**src/rtl/sdram_arbiter_pkg.sv**
```systemverilog
// Shared definitions for the two-port SDRAM arbiter: FSM encoding, port indices, tie-break.
// The tie-break changes to fixed port-0 priority when SDRAM_ARB_FIXED_PRIO_EN is defined.
`timescale 1ns/1ps
package sdram_arbiter_pkg;

  typedef enum logic [1:0] {
    ST_IDLE  = 2'd0,
    ST_ISSUE = 2'd1,
    ST_WAIT  = 2'd2,
    ST_RESP  = 2'd3
  } arb_state_t;

  localparam logic PORT_CPU = 1'b0;
  localparam logic PORT_DMA = 1'b1;

  // Read data reported to the requester when the controller never answers.
  localparam logic TIMEOUT_FILL_BIT = 1'b1;

  function automatic logic pick_winner(input logic req0, input logic req1,
                                       input logic last_grant);
    logic win;
    if (req0 && req1) begin
`ifdef SDRAM_ARB_FIXED_PRIO_EN
      win = PORT_CPU;
`else
      win = ~last_grant;
`endif
    end else if (req1) begin
      win = PORT_DMA;
    end else begin
      win = PORT_CPU;
    end
    return win;
  endfunction

endpackage

```
**src/rtl/sdram_arbiter.sv**
```systemverilog
// Two-port byte arbiter in front of the SDRAM controller with req/ack handshakes and a watchdog.
// Optional macro SDRAM_ARB_FIXED_PRIO_EN: port 0 always wins ties instead of round-robin.
`timescale 1ns/1ps
module sdram_arbiter
  import sdram_arbiter_pkg::*;
#(
  parameter int AW      = 26,
  parameter int DW      = 8,
  parameter int TIMEOUT = 255
) (
  input  logic          clock,
  input  logic          reset_n,
  input  logic          p0_req,
  input  logic          p0_we,
  input  logic [AW-1:0] p0_addr,
  input  logic [DW-1:0] p0_wdata,
  output logic [DW-1:0] p0_rdata,
  output logic          p0_ack,
  input  logic          p1_req,
  input  logic          p1_we,
  input  logic [AW-1:0] p1_addr,
  input  logic [DW-1:0] p1_wdata,
  output logic [DW-1:0] p1_rdata,
  output logic          p1_ack,
  output logic          mem_req,
  output logic          mem_we,
  output logic [AW-1:0] mem_addr,
  output logic [DW-1:0] mem_wdata,
  input  logic [DW-1:0] mem_rdata,
  input  logic          mem_ack,
  output logic          busy,
  output logic          grant,
  output logic          timeout_err
);

  localparam int CW = $clog2(TIMEOUT + 1);
  // The counter holds completed WAIT cycles; the watchdog fires as it would reach TIMEOUT.
  localparam logic [CW-1:0] CNT_LAST = CW'(TIMEOUT - 1);

  arb_state_t    state, state_nxt;
  logic          last_grant, last_grant_nxt, grant_nxt, winner;
  logic          mem_req_nxt, mem_we_nxt;
  logic [AW-1:0] mem_addr_nxt;
  logic [DW-1:0] mem_wdata_nxt, p0_rdata_nxt, p1_rdata_nxt;
  logic          p0_ack_nxt, p1_ack_nxt, timeout_err_nxt;
  logic [CW-1:0] cnt, cnt_nxt;

  assign busy   = (state != ST_IDLE);
  assign winner = pick_winner(p0_req, p1_req, last_grant);

  always_ff @(posedge clock or negedge reset_n) begin
    if (!reset_n) begin
      state       <= ST_IDLE;
      last_grant  <= PORT_DMA;
      grant       <= 1'b0;
      mem_req     <= 1'b0;
      mem_we      <= 1'b0;
      mem_addr    <= '0;
      mem_wdata   <= '0;
      p0_rdata    <= '0;
      p1_rdata    <= '0;
      p0_ack      <= 1'b0;
      p1_ack      <= 1'b0;
      timeout_err <= 1'b0;
      cnt         <= '0;
    end else begin
      state       <= state_nxt;
      last_grant  <= last_grant_nxt;
      grant       <= grant_nxt;
      mem_req     <= mem_req_nxt;
      mem_we      <= mem_we_nxt;
      mem_addr    <= mem_addr_nxt;
      mem_wdata   <= mem_wdata_nxt;
      p0_rdata    <= p0_rdata_nxt;
      p1_rdata    <= p1_rdata_nxt;
      p0_ack      <= p0_ack_nxt;
      p1_ack      <= p1_ack_nxt;
      timeout_err <= timeout_err_nxt;
      cnt         <= cnt_nxt;
    end
  end

  always_comb begin
    state_nxt       = state;
    last_grant_nxt  = last_grant;
    grant_nxt       = grant;
    mem_req_nxt     = mem_req;
    mem_we_nxt      = mem_we;
    mem_addr_nxt    = mem_addr;
    mem_wdata_nxt   = mem_wdata;
    p0_rdata_nxt    = p0_rdata;
    p1_rdata_nxt    = p1_rdata;
    p0_ack_nxt      = 1'b0;
    p1_ack_nxt      = 1'b0;
    timeout_err_nxt = timeout_err;
    cnt_nxt         = cnt;
    case (state)
      ST_IDLE: begin
        // mem_req is raised on the grant edge so it is already high throughout ISSUE.
        if (p0_req || p1_req) begin
          state_nxt      = ST_ISSUE;
          grant_nxt      = winner;
          last_grant_nxt = winner;
          mem_req_nxt    = 1'b1;
          mem_we_nxt     = (winner == PORT_DMA) ? p1_we    : p0_we;
          mem_addr_nxt   = (winner == PORT_DMA) ? p1_addr  : p0_addr;
          mem_wdata_nxt  = (winner == PORT_DMA) ? p1_wdata : p0_wdata;
        end
      end
      ST_ISSUE: begin
        state_nxt = ST_WAIT;
        cnt_nxt   = '0;
      end
      ST_WAIT: begin
        // An ack in the final watchdog cycle still counts as a normal completion.
        if (mem_ack || cnt == CNT_LAST) begin
          state_nxt   = ST_RESP;
          mem_req_nxt = 1'b0;
          if (grant == PORT_DMA) p1_ack_nxt = 1'b1;
          else                   p0_ack_nxt = 1'b1;
          if (!mem_ack) begin
            timeout_err_nxt = 1'b1;
            if (grant == PORT_DMA) p1_rdata_nxt = {DW{TIMEOUT_FILL_BIT}};
            else                   p0_rdata_nxt = {DW{TIMEOUT_FILL_BIT}};
          end else if (!mem_we) begin
            if (grant == PORT_DMA) p1_rdata_nxt = mem_rdata;
            else                   p0_rdata_nxt = mem_rdata;
          end
        end else begin
          cnt_nxt = cnt + CW'(1);
        end
      end
      ST_RESP: state_nxt = ST_IDLE;
      default: state_nxt = ST_IDLE;
    endcase
  end

endmodule

```
**config.mk**
```make
export PLATFORM = sky130hd
export DESIGN_NAME = sdram_arbiter
export DESIGN_NICKNAME = d
export VERILOG_FILES = /design/src/rtl/sdram_arbiter_pkg.sv /design/src/rtl/sdram_arbiter.sv
export SDC_FILE = /design/constraint.sdc
export NUM_CORES = 1
export LEC_CHECK = 0
export BUFFER_PORTS_ARGS = -buffer_cell sky130_fd_sc_hd__buf_4
export CAP_MARGIN = 10
export CORE_MARGIN = 4
export CORE_UTILIZATION = 40
export DETAILED_ROUTE_END_ITERATION = 6
export PLACE_DENSITY_LB_ADDON = 0.08
export SYNTH_ARGS = -nofsm -noshare
export SYNTH_HDL_FRONTEND = slang
export SYNTH_SLANG_ARGS = --single-unit
```
**constraint.sdc**
```tcl
create_clock -name clock -period 2.51 [get_ports clock]
set_input_delay 0.502 -clock clock [delete_from_list [all_inputs] [get_ports clock]]
set_output_delay 0.502 -clock clock [all_outputs]
set_load 0.02 [all_outputs]
```
Word level (Yosys, flattened, before mapping)
Index checks and enable logic that the tools add are counted.
{"block": "classes", "n_bitwise": 3, "eq_ne": 8, "mux": 27, "n_reduce_logical": 14, "add_sub_neg": 1}
{"cell": "2-to-1 mux 8 bit", "n": 10}
{"cell": "2-to-1 mux 26 bit", "n": 1}
{"cell": "case mux 8 bit (2 select lines)", "n": 1}
{"cell": "2-to-1 mux 1 bit", "n": 11}
{"cell": "adder 8 x 1 -> 8 bit, second input constant", "n": 1}
{"cell": "equality test 8 bit, second input constant", "n": 1}
{"cell": "inequality test 2 bit, second input constant", "n": 4}
{"cell": "case mux 2 bit (4 select lines)", "n": 1}
{"cell": "AND reduction 4 bit", "n": 2}
{"cell": "AND reduction 2 bit", "n": 3}
{"cell": "AND reduction 3 bit", "n": 2}
{"cell": "nonzero test 2 bit", "n": 3}
{"cell": "equality test 2 bit, second input constant", "n": 2}
{"cell": "2-to-1 mux 2 bit", "n": 2}
{"cell": "inverter 1 bit", "n": 3}
{"cell": "equality test 2 x 1 -> 1 bit, second input constant", "n": 1}
{"cell": "logical NOT 2 bit", "n": 1}
{"cell": "logical OR 1 bit", "n": 2}
{"cell": "case mux 1 bit (2 select lines)", "n": 1}
{"cell": "logical AND 1 bit", "n": 1}
{"block": "word_totals", "ff_bits": 67, "out_inout_bits": 57, "in_bits": 83, "wordCells": 66}

Longest topological paths before layout
Gate-level depths: netlist of the first run.
{"block": "depth", "ltp_word": 4, "depth_mapped": 7, "depth_no_buf": 6}

Least setup slack after synthesis of the first run
No wires, ideal clock.
{"block": "synth_timing", "path_type": "reg2reg", "start": "register state[0]", "end": "register cnt[2]", "path_buffers": 1, "t_arrival_ps": 1648, "stages_incl_launch_ff": 8, "period_less_slack_ps": 1735, "t_required_ps": 2423, "slack_ps": 775, "setup_time_ps": 87, "cell_sequence": "dfrtp_1 > inv_1 > ha_1 > buf_6 > and2b_2 > o22ai_1 > or3_2 > o211ai_1"}
{"block": "synth_via", "elab_chain_len": 3, "word_cells_on_any_way": 6, "cone_classes": "3 x eq/ne; 1 x mux; 2 x reduce/logical"}
{"element": "start, declared", "line_no": "sdram_arbiter.sv:40", "text": "arb_state_t state, state_nxt;"}
{"element": "start signal, assigned", "line_no": "sdram_arbiter.sv:67", "text": "state <= state_nxt;"}
{"element": "equality test 2 bit or equality test 2 x 1 -> 1 bit (tied branches)", "line_no": "sdram_arbiter.sv:97", "text": "case (state)"}
{"element": "inequality test 2 bit (no source line) or nonzero test 2 bit (tied branches)"}
{"element": "AND reduction 2 bit (no source line)"}
{"element": "end signal, assigned", "line_no": "sdram_arbiter.sv:79", "text": "cnt <= cnt_nxt;"}
{"element": "end, declared", "line_no": "sdram_arbiter.sv:46", "text": "logic [CW-1:0] cnt, cnt_nxt;"}
Several ways; a longest one is shown, not always the timed one.
A chain may end at the register's enable or synchronous reset.

Worst setup path after layout of the first run
Same ends and word-level chain as after synthesis.

==> results of run 1 <==
==> worst paths after layout <==
check | startpoint | endpoint | slack [ps] | depth (start not counted)
max | state[0] | cnt[2] | 550 | 6
min | reset_n | p0_rdata[2] | 250 | 1
max reg2reg | state[0] | cnt[2] | 550 | 6
min reg2reg | mem_addr[25] | mem_addr[25] | 480 | 2
max in group asynchronous | reset_n | state[0] | 1700 | 1
min in group clock | p0_req | last_grant | 390 | 2
==> state kept, by name, summed over array words and instances, names as in the netlist, 2 cells and up <==
signal / count
mem_wdata: 8
mem_addr: 26
p1_rdata: 8
p0_rdata: 8
cnt: 8
state: 2
==> placed cells by master (no fill, tap or decap), types with 2 or more instances in the layout <==
cell type / instances
xor2_1: 2
o21ai_0: 44
dfrtp_1: 66
a21oi_1: 5
nand3_1: 4
nand2_1: 44
clkinv_2: 2
o32a_1: 16
nor2_4: 2
mux2i_1: 35
bufinv_16: 3
inv_1: 5
buf_4: 144
nand4_1: 3
ha_1: 5
nand2b_1: 2
or3_1: 3
a31oi_1: 2
clkbuf_8: 9
nor2_1: 5
==> worst reg2reg max path: stages, from the launching register on <==
cell and delay, ps:
dfrtp_1 400, inv_1 90, ha_1 310, and2b_2 290
o22ai_1 470, or3_2 220, o211ai_1 70
==> routing by layer <==
metal	wire, µm	track usage, %	vias to the layer above	share of wire [%]
met5	0	0	-	0
met2	3630	27.9	95	48
met1	3220	22.1	1210	42
met4	84	5.29	0	1.1
li1	-	-	1272	-
met3	660	6.39	8	8.7
==> power groups by stage <==
stage / combinational, mW / sequential [mW] / clock [mW]
2_1_floorplan: 0.904 / 2.35 / 0
3_3_place_gp: 2.43 / 1.86 / 0
3_5_place_dp: 2.48 / 1.87 / 0
4_1_cts: 2.47 / 1.86 / 1.11
5_1_grt: 2.67 / 1.92 / 1.16
6_report: 2.42 / 1.85 / 1.08
==> area by class of cell <==
class	instances	area, µm²	share of cell area [%]
clock buffers	9	124	2.80
inverters	5	18.8	0.425
flip-flops and latches	67	1680	38.0
well taps	99	124	2.80
multi-input cells	189	1280	28.9
repair buffers	144	1080	24.5
clock inverters	7	116	2.63
==> logic make-up (layout without fill, tap and decap cells) <==
| group | Yosys count | after routing |
|---|---|---|
| AO/OA/AOI/OAI | 76 | 76 |
| XOR/XNOR | 2 | 2 |
| adder cells (fa/ha/maj) | 5 | 5 |
| buffers and inverters | 20 | 165 |
| flip-flops | 67 | 67 |
| multiplexers | 36 | 36 |
| AND/OR/NAND/NOR | 70 | 70 |
==> key figures, run 1 <==
Synth
  – Top post-synthesis cells by count: dfrtp_1 (66), nand2_1 (44), o21ai_0 (44)
  – XOR/XNOR Fraction of Synth Area: 0.578%
  – EDFF count, synth: 0
  – Yosys top cell area share: 54.5%
  – Multiplexer area fraction after synthesis: 11.9%
  – Seq/Total Area, Yosys: 55.4%
  – Netlist cell types: 37
  – Post-Syn Area: 0.00303 mm²
  – Largest family of logic cells by synthesized area: compound AO/OA/AOI/OAI gates
  – Yosys top cell by area: dfrtp_1
  – Syn Nets: 364
  – Main synth FF type: dfrtp_1
  – Async S/R FF share, synth: 100%
  – Synth Area in Simple Gates: 10.8%
  – Top cells by area, synth: dfrtp_1 (55%), mux2i_1 (12%), o21ai_0 (7.3%)
  – Most frequent cell after synthesis: dfrtp_1
  – Yosys warning count: 0
  – Synth Area in Compound Gates: 16.1%
  – Cell count after synthesis: 276
  – Syn avg cell area: 11.0 µm²
  – Adder-cell share of the synthesized area: 2.07%
  – Synthesized flop and latch total: 67

Route
  – Vias per inst: 4.97
  – DRC: 0
  – DR pass1 iterations: 4
  – Total wire length: 7600 µm
  – DR WL/cell: 14.6 µm
  – Routed Antenna Nets: 0
  – Vias: 2585
  – Drt initial violations: 77

Cells and area
  – Post-route cell area: 0.00442 mm²
  – Inserted Diodes: 0
  – Share of cells above drive strength 1: 40.4%
  – Filler cells: 673
  – Layout overhead on the synthesized area: 45.9%
  – Fin cells: 520
  – Final net count: 504
  – Layout Utilization: 60.6%

STA
  – Fin. max-slew vios: 0
  – Slew headroom: 44.5%
  – Final Hold Fails: 0
  – Period utilization: 78.2%
  – Max Freq: 509 MHz
  – Worst-margin pin slew: 833 ps
  – Final setup TNS: 0 ps
  – Final WS setup: 547 ps
  – Unrepaired setup endpoints after global routing: false
  – Min cycle time layout: 1960 ps
  – Min Hold Slack: 255 ps
  – Finish-stage setup viols: 0
  – Worst Clk Skew: 7.79 ps

Clock network
  – Max Root-Sink Buffers: 2
  – CTS tree: done
  – Clock slew at reported path FFs: 70 ps
  – Hold_buf cts: 0
  – CTS resizes: 0
  – CTS sink cnt: 67
  – Root buffer cell: clkbuf_8
  – H-Tree Level Count: 3
  – Postcts setup bufs: 0
  – Num CTS Buffers: 9
  – Worst skew pair latency: 340 ps

Global route
  – Global Route Usage Sum: 17.4%
  – GR Overflow Total: 0
  – Vias in the first global route: 2582
  – Largest net degree at the start of global routing: 68
  – First-pass GRT wire length: 12100 µm
  – Initial antenna violation count: 0

Floorplan
  – Die width: 95.0 µm
  – Top-Level Pins: 140
  – Die height: 95.0 µm
  – Initial core utilization: 41.5%
  – Die ar.: 0.00903 mm²
  – FP Rows: 31
  – Core Region: 0.00729 mm²

Flow run
  – Max-cap violation count: 0

Setup path
  – WP buf/inv: 1
  – Crit start category: flop
  – Cell chain of the critical path: inv_1 -> ha_1 -> and2b_2 -> o22ai_1 -> or3_2 -> o211ai_1
  – Largest fanout on the critical path: 9
  – Critical path's slowest cell: o22ai_1
  – Critical Path Sink Type: flop
  – Critical path class: reg -> reg
  – CP max stage delay: 470 ps
  – Critical path arrival: 2180 ps
  – Critical path required time: 2720 ps
  – CP delay by family, top: compound AO/OA/AOI/OAI gates

Placed design
  – Area post-placement: 0.00418 mm²
  – Buffers on Ports: 139
  – Worst slack at placement: 577 ps
  – Placed insts: 504
  – DP HPWL: 5750 µm
  – Gp weighted congestion: 0.853

Power and ir drop
  – Switching share of power: 38.9%
  – Clock power frac: 20.1%
  – Worst IR drop on VDD: 0.000446 V
  – Logic pwr share: 45.2%
  – LEAKAGE: 2.13 nW
  – Internal power component: 3.27 mW
  – Power Density: 1210 mW/mm²
  – Switch Pwr: 2.09 mW
  – Power share of the sequential group: 34.6%
  – Power, Total: 5.36 mW

Min path
  – Hold crit path type: in -> async

Outcome
  – Status: finished clean
Power figures use the tool's default switching activity.
==> run 2, diff against run 1 <==
ABC_AREA = 1   (was not set)
clock period = 2.05 ns   (was 2.51 ns; I/O delays follow)
==> key figures, run 2 <==
Outcome
  – Status: finished clean

Synth
  – Yosys top cell area share: 51.6% (-2.9 points)
  – Post-Syn Area: 0.00320 mm² (+5.7%)
  – Seq/Total Area, Yosys: 52.4% (-3.0 points)
  – EDFF count, synth: 0 (unchanged)
  – Async S/R FF share, synth: 100% (unchanged)
  – Top cells by area, synth: dfrtp_1 (52%), nand2_1 (15%), a31oi_1 (6.8%)
  – Yosys top cell by area: dfrtp_1
  – Yosys warning count: 0 (unchanged)
  – Syn avg cell area: 8.65 µm² (-21%)
  – Main synth FF type: dfrtp_1
  – Cell count after synthesis: 370 (+34%)
  – Top post-synthesis cells by count: nand2_1 (125), dfrtp_1 (66), nor2_1 (39)
  – Netlist cell types: 27 (-27%)
  – Syn Nets: 458 (+26%)
  – Synthesized flop and latch total: 67 (unchanged)
  – Most frequent cell after synthesis: nand2_1

Cells and area
  – Post-route cell area: 0.00456 mm² (+3.2%)
  – Layout overhead on the synthesized area: 42.5%
  – Filler cells: 747 (+11%)
  – Combined area of the multi-input logic cells: 0.00136 mm² (+6.5%)
  – Largest register by flop count: mem_addr
  – Inserted Diodes: 0 (unchanged)
  – Most frequent cells in the layout: buf_4 (143), nand2_1 (125), dfrtp_1 (66)
  – Final net count: 597 (+18%)
  – Commonest non-fill, non-tap cell in the layout: buf_4
  – Max reg flops: 26 (unchanged)
  – Share of cells above drive strength 1: 36.0% (-4.4 points)
  – Register area: 0.00168 mm² (unchanged)

Setup path
  – Critical path required time: 1640 ps (-1080 ps)
  – Crit start category: flop
  – Critical path class: reg -> out
  – Critical path arrival: 1290 ps (-890 ps)
  – Critical Path Sink Type: output pin
  – Largest fanout on the critical path: 4 (-5)

Global route
  – Global Route Usage Sum: 17.7% (+0.26 points)
  – GR Overflow Total: 0 (unchanged)
  – Largest net degree at the start of global routing: 44 (-35%)
  – Vias in the first global route: 2930 (+13%)
  – Initial antenna violation count: 0 (unchanged)
  – First-pass GRT wire length: 13800 µm (+13%)

Route
  – DR pass1 iterations: 4 (unchanged)
  – Vias: 2951 (+14%)
  – Drt initial violations: 102 (+32%)
  – Routed Antenna Nets: 0 (unchanged)
  – DR WL/cell: 13.5 µm (-7.4%)
  – DRC: 0 (unchanged)
  – Total wire length: 8330 µm (+9.7%)
  – Vias per inst: 4.79 (-3.6%)

Power and ir drop
  – Power Density: 1470 mW/mm² (+21%)
  – LEAKAGE: 2.29 nW (+7.6%)
  – Power, Total: 6.71 mW (+25%)
  – Worst IR drop on VDD: 0.000678 V (+52%)

Min path
  – Hold crit path type: in -> reg

Flow run
  – Max-cap violation count: 0 (unchanged)

STA
  – Worst Clk Skew: 11.1 ps (+3.34 ps)
  – Period utilization: 82.9%
  – Slew headroom: 59.4% (+15 points)
  – Fin. max-slew vios: 0 (unchanged)
  – Min cycle time layout: 1700 ps
  – Final Hold Fails: 0 (unchanged)
  – Unrepaired setup endpoints after global routing: false
  – Worst-margin pin slew: 609 ps (-224 ps)
  – Min Hold Slack: 323 ps (+68.1 ps)
  – Max Freq: 588 MHz
  – Final setup TNS: 0 ps (unchanged)
  – Finish-stage setup viols: 0 (unchanged)

Floorplan
  – Die width: 97.5 µm (+2.6%)
  – Die height: 97.5 µm (+2.6%)
  – Die ar.: 0.00950 mm² (+5.2%)
  – Core Region: 0.00777 mm² (+6.5%)
  – Initial core utilization: 41.2% (-0.32 points)
  – FP Rows: 32 (+3.2%)
  – Top-Level Pins: 140 (unchanged)

Clock network
  – Max Root-Sink Buffers: 2 (unchanged)
  – CTS sink cnt: 67 (unchanged)
  – Clock slew at reported path FFs: 80 ps (about the same)
  – Num CTS Buffers: 9 (unchanged)
  – H-Tree Level Count: 3 (unchanged)
  – Worst skew pair latency: 340 ps (about the same)
  – Postcts setup bufs: 0 (unchanged)
  – CTS tree: done
  – Root buffer cell: clkbuf_8

Placed design
  – Buffers on Ports: 139 (unchanged)
  – DP HPWL: 6220 µm (+8.2%)
  – Area post-placement: 0.00432 mm² (+3.3%)
  – Gp weighted congestion: 0.800 (-6.2%)
-- run 2: repair_timing --
action,CTS,global route
resized for setup,0,0
hold buffers,1,0
hold endpoints to repair,24,0
-- run 2: path summary, 6_finish.rpt --
kind / startpoint / to / slack (ps) / depth (start not counted)
worst max-delay path: state[0] / busy / 350 / 4
worst min-delay path: p1_addr[21] / mem_addr[21] / 320 / 3
worst max register to register: state[0] / mem_addr[11] / 480 / 7
worst min register to register: p1_rdata[3] / p1_rdata[3] / 480 / 2
max in group asynchronous: reset_n / last_grant / 950 / 3
min in group asynchronous: reset_n / p1_rdata[3] / 520 / 2
-- run 2: through the flow --
stage	setup WS [ps]	utilization [%]	cells
CTS	338	58.7	616
detailed placement	457	55.6	599
global placement	529	55.6	599
finish	351	58.7	616
floorplan	659	-	370
global route	244	58.7	616
-- run 2: cells by family (layout without fill, tap and decap cells) --
| logic type | after synthesis | count (layout) | synth area share [%] |
|---|---|---|---|
| AOI/OAI and AO/OA | 46 | 46 | 9.26 |
| and+or+nand+nor | 217 | 217 | 30.5 |
| DFF | 67 | 67 | 52.4 |
| xor gates and xnor gates | 3 | 3 | 0.821 |
| buffers and inverters | 32 | 176 | 5.08 |
| adders and majority gates | 5 | 5 | 1.95 |
-- run 2: metal layers --
metal  vias to the layer above  global-route usage (%)  routed length [µm]
met5                         -                       0                   0
met4                         0                    6.71                 124
met3                        11                    6.17                 672
met2                        94                    28.3                3950
met1                      1329                    22.0                3580
li1                       1517                       -                   -
-- run 2: final cells by class --
cell class	instances	area share (%)
flip-flops and latches	67	36.8
multi-input cells	271	29.8
repair buffers	145	24.2
clock buffers	11	3.32
well taps	102	2.80
clock inverters	5	1.84
inverters	15	1.23
-- run 2: where the power goes --
group          internal (mW)  total (mW)  switching [mW]  leakage, nW
combinational           1.28        3.15            1.87         1.38
clock                  0.756        1.28           0.523        0.112
sequential              1.92        2.27           0.359        0.798
-- run 2: worst max-delay path: stages, from the launching register on --
cell,delay [ps]
dfrtp_1,400
inv_1,90
ha_1,230
inv_2,80
buf_4,160
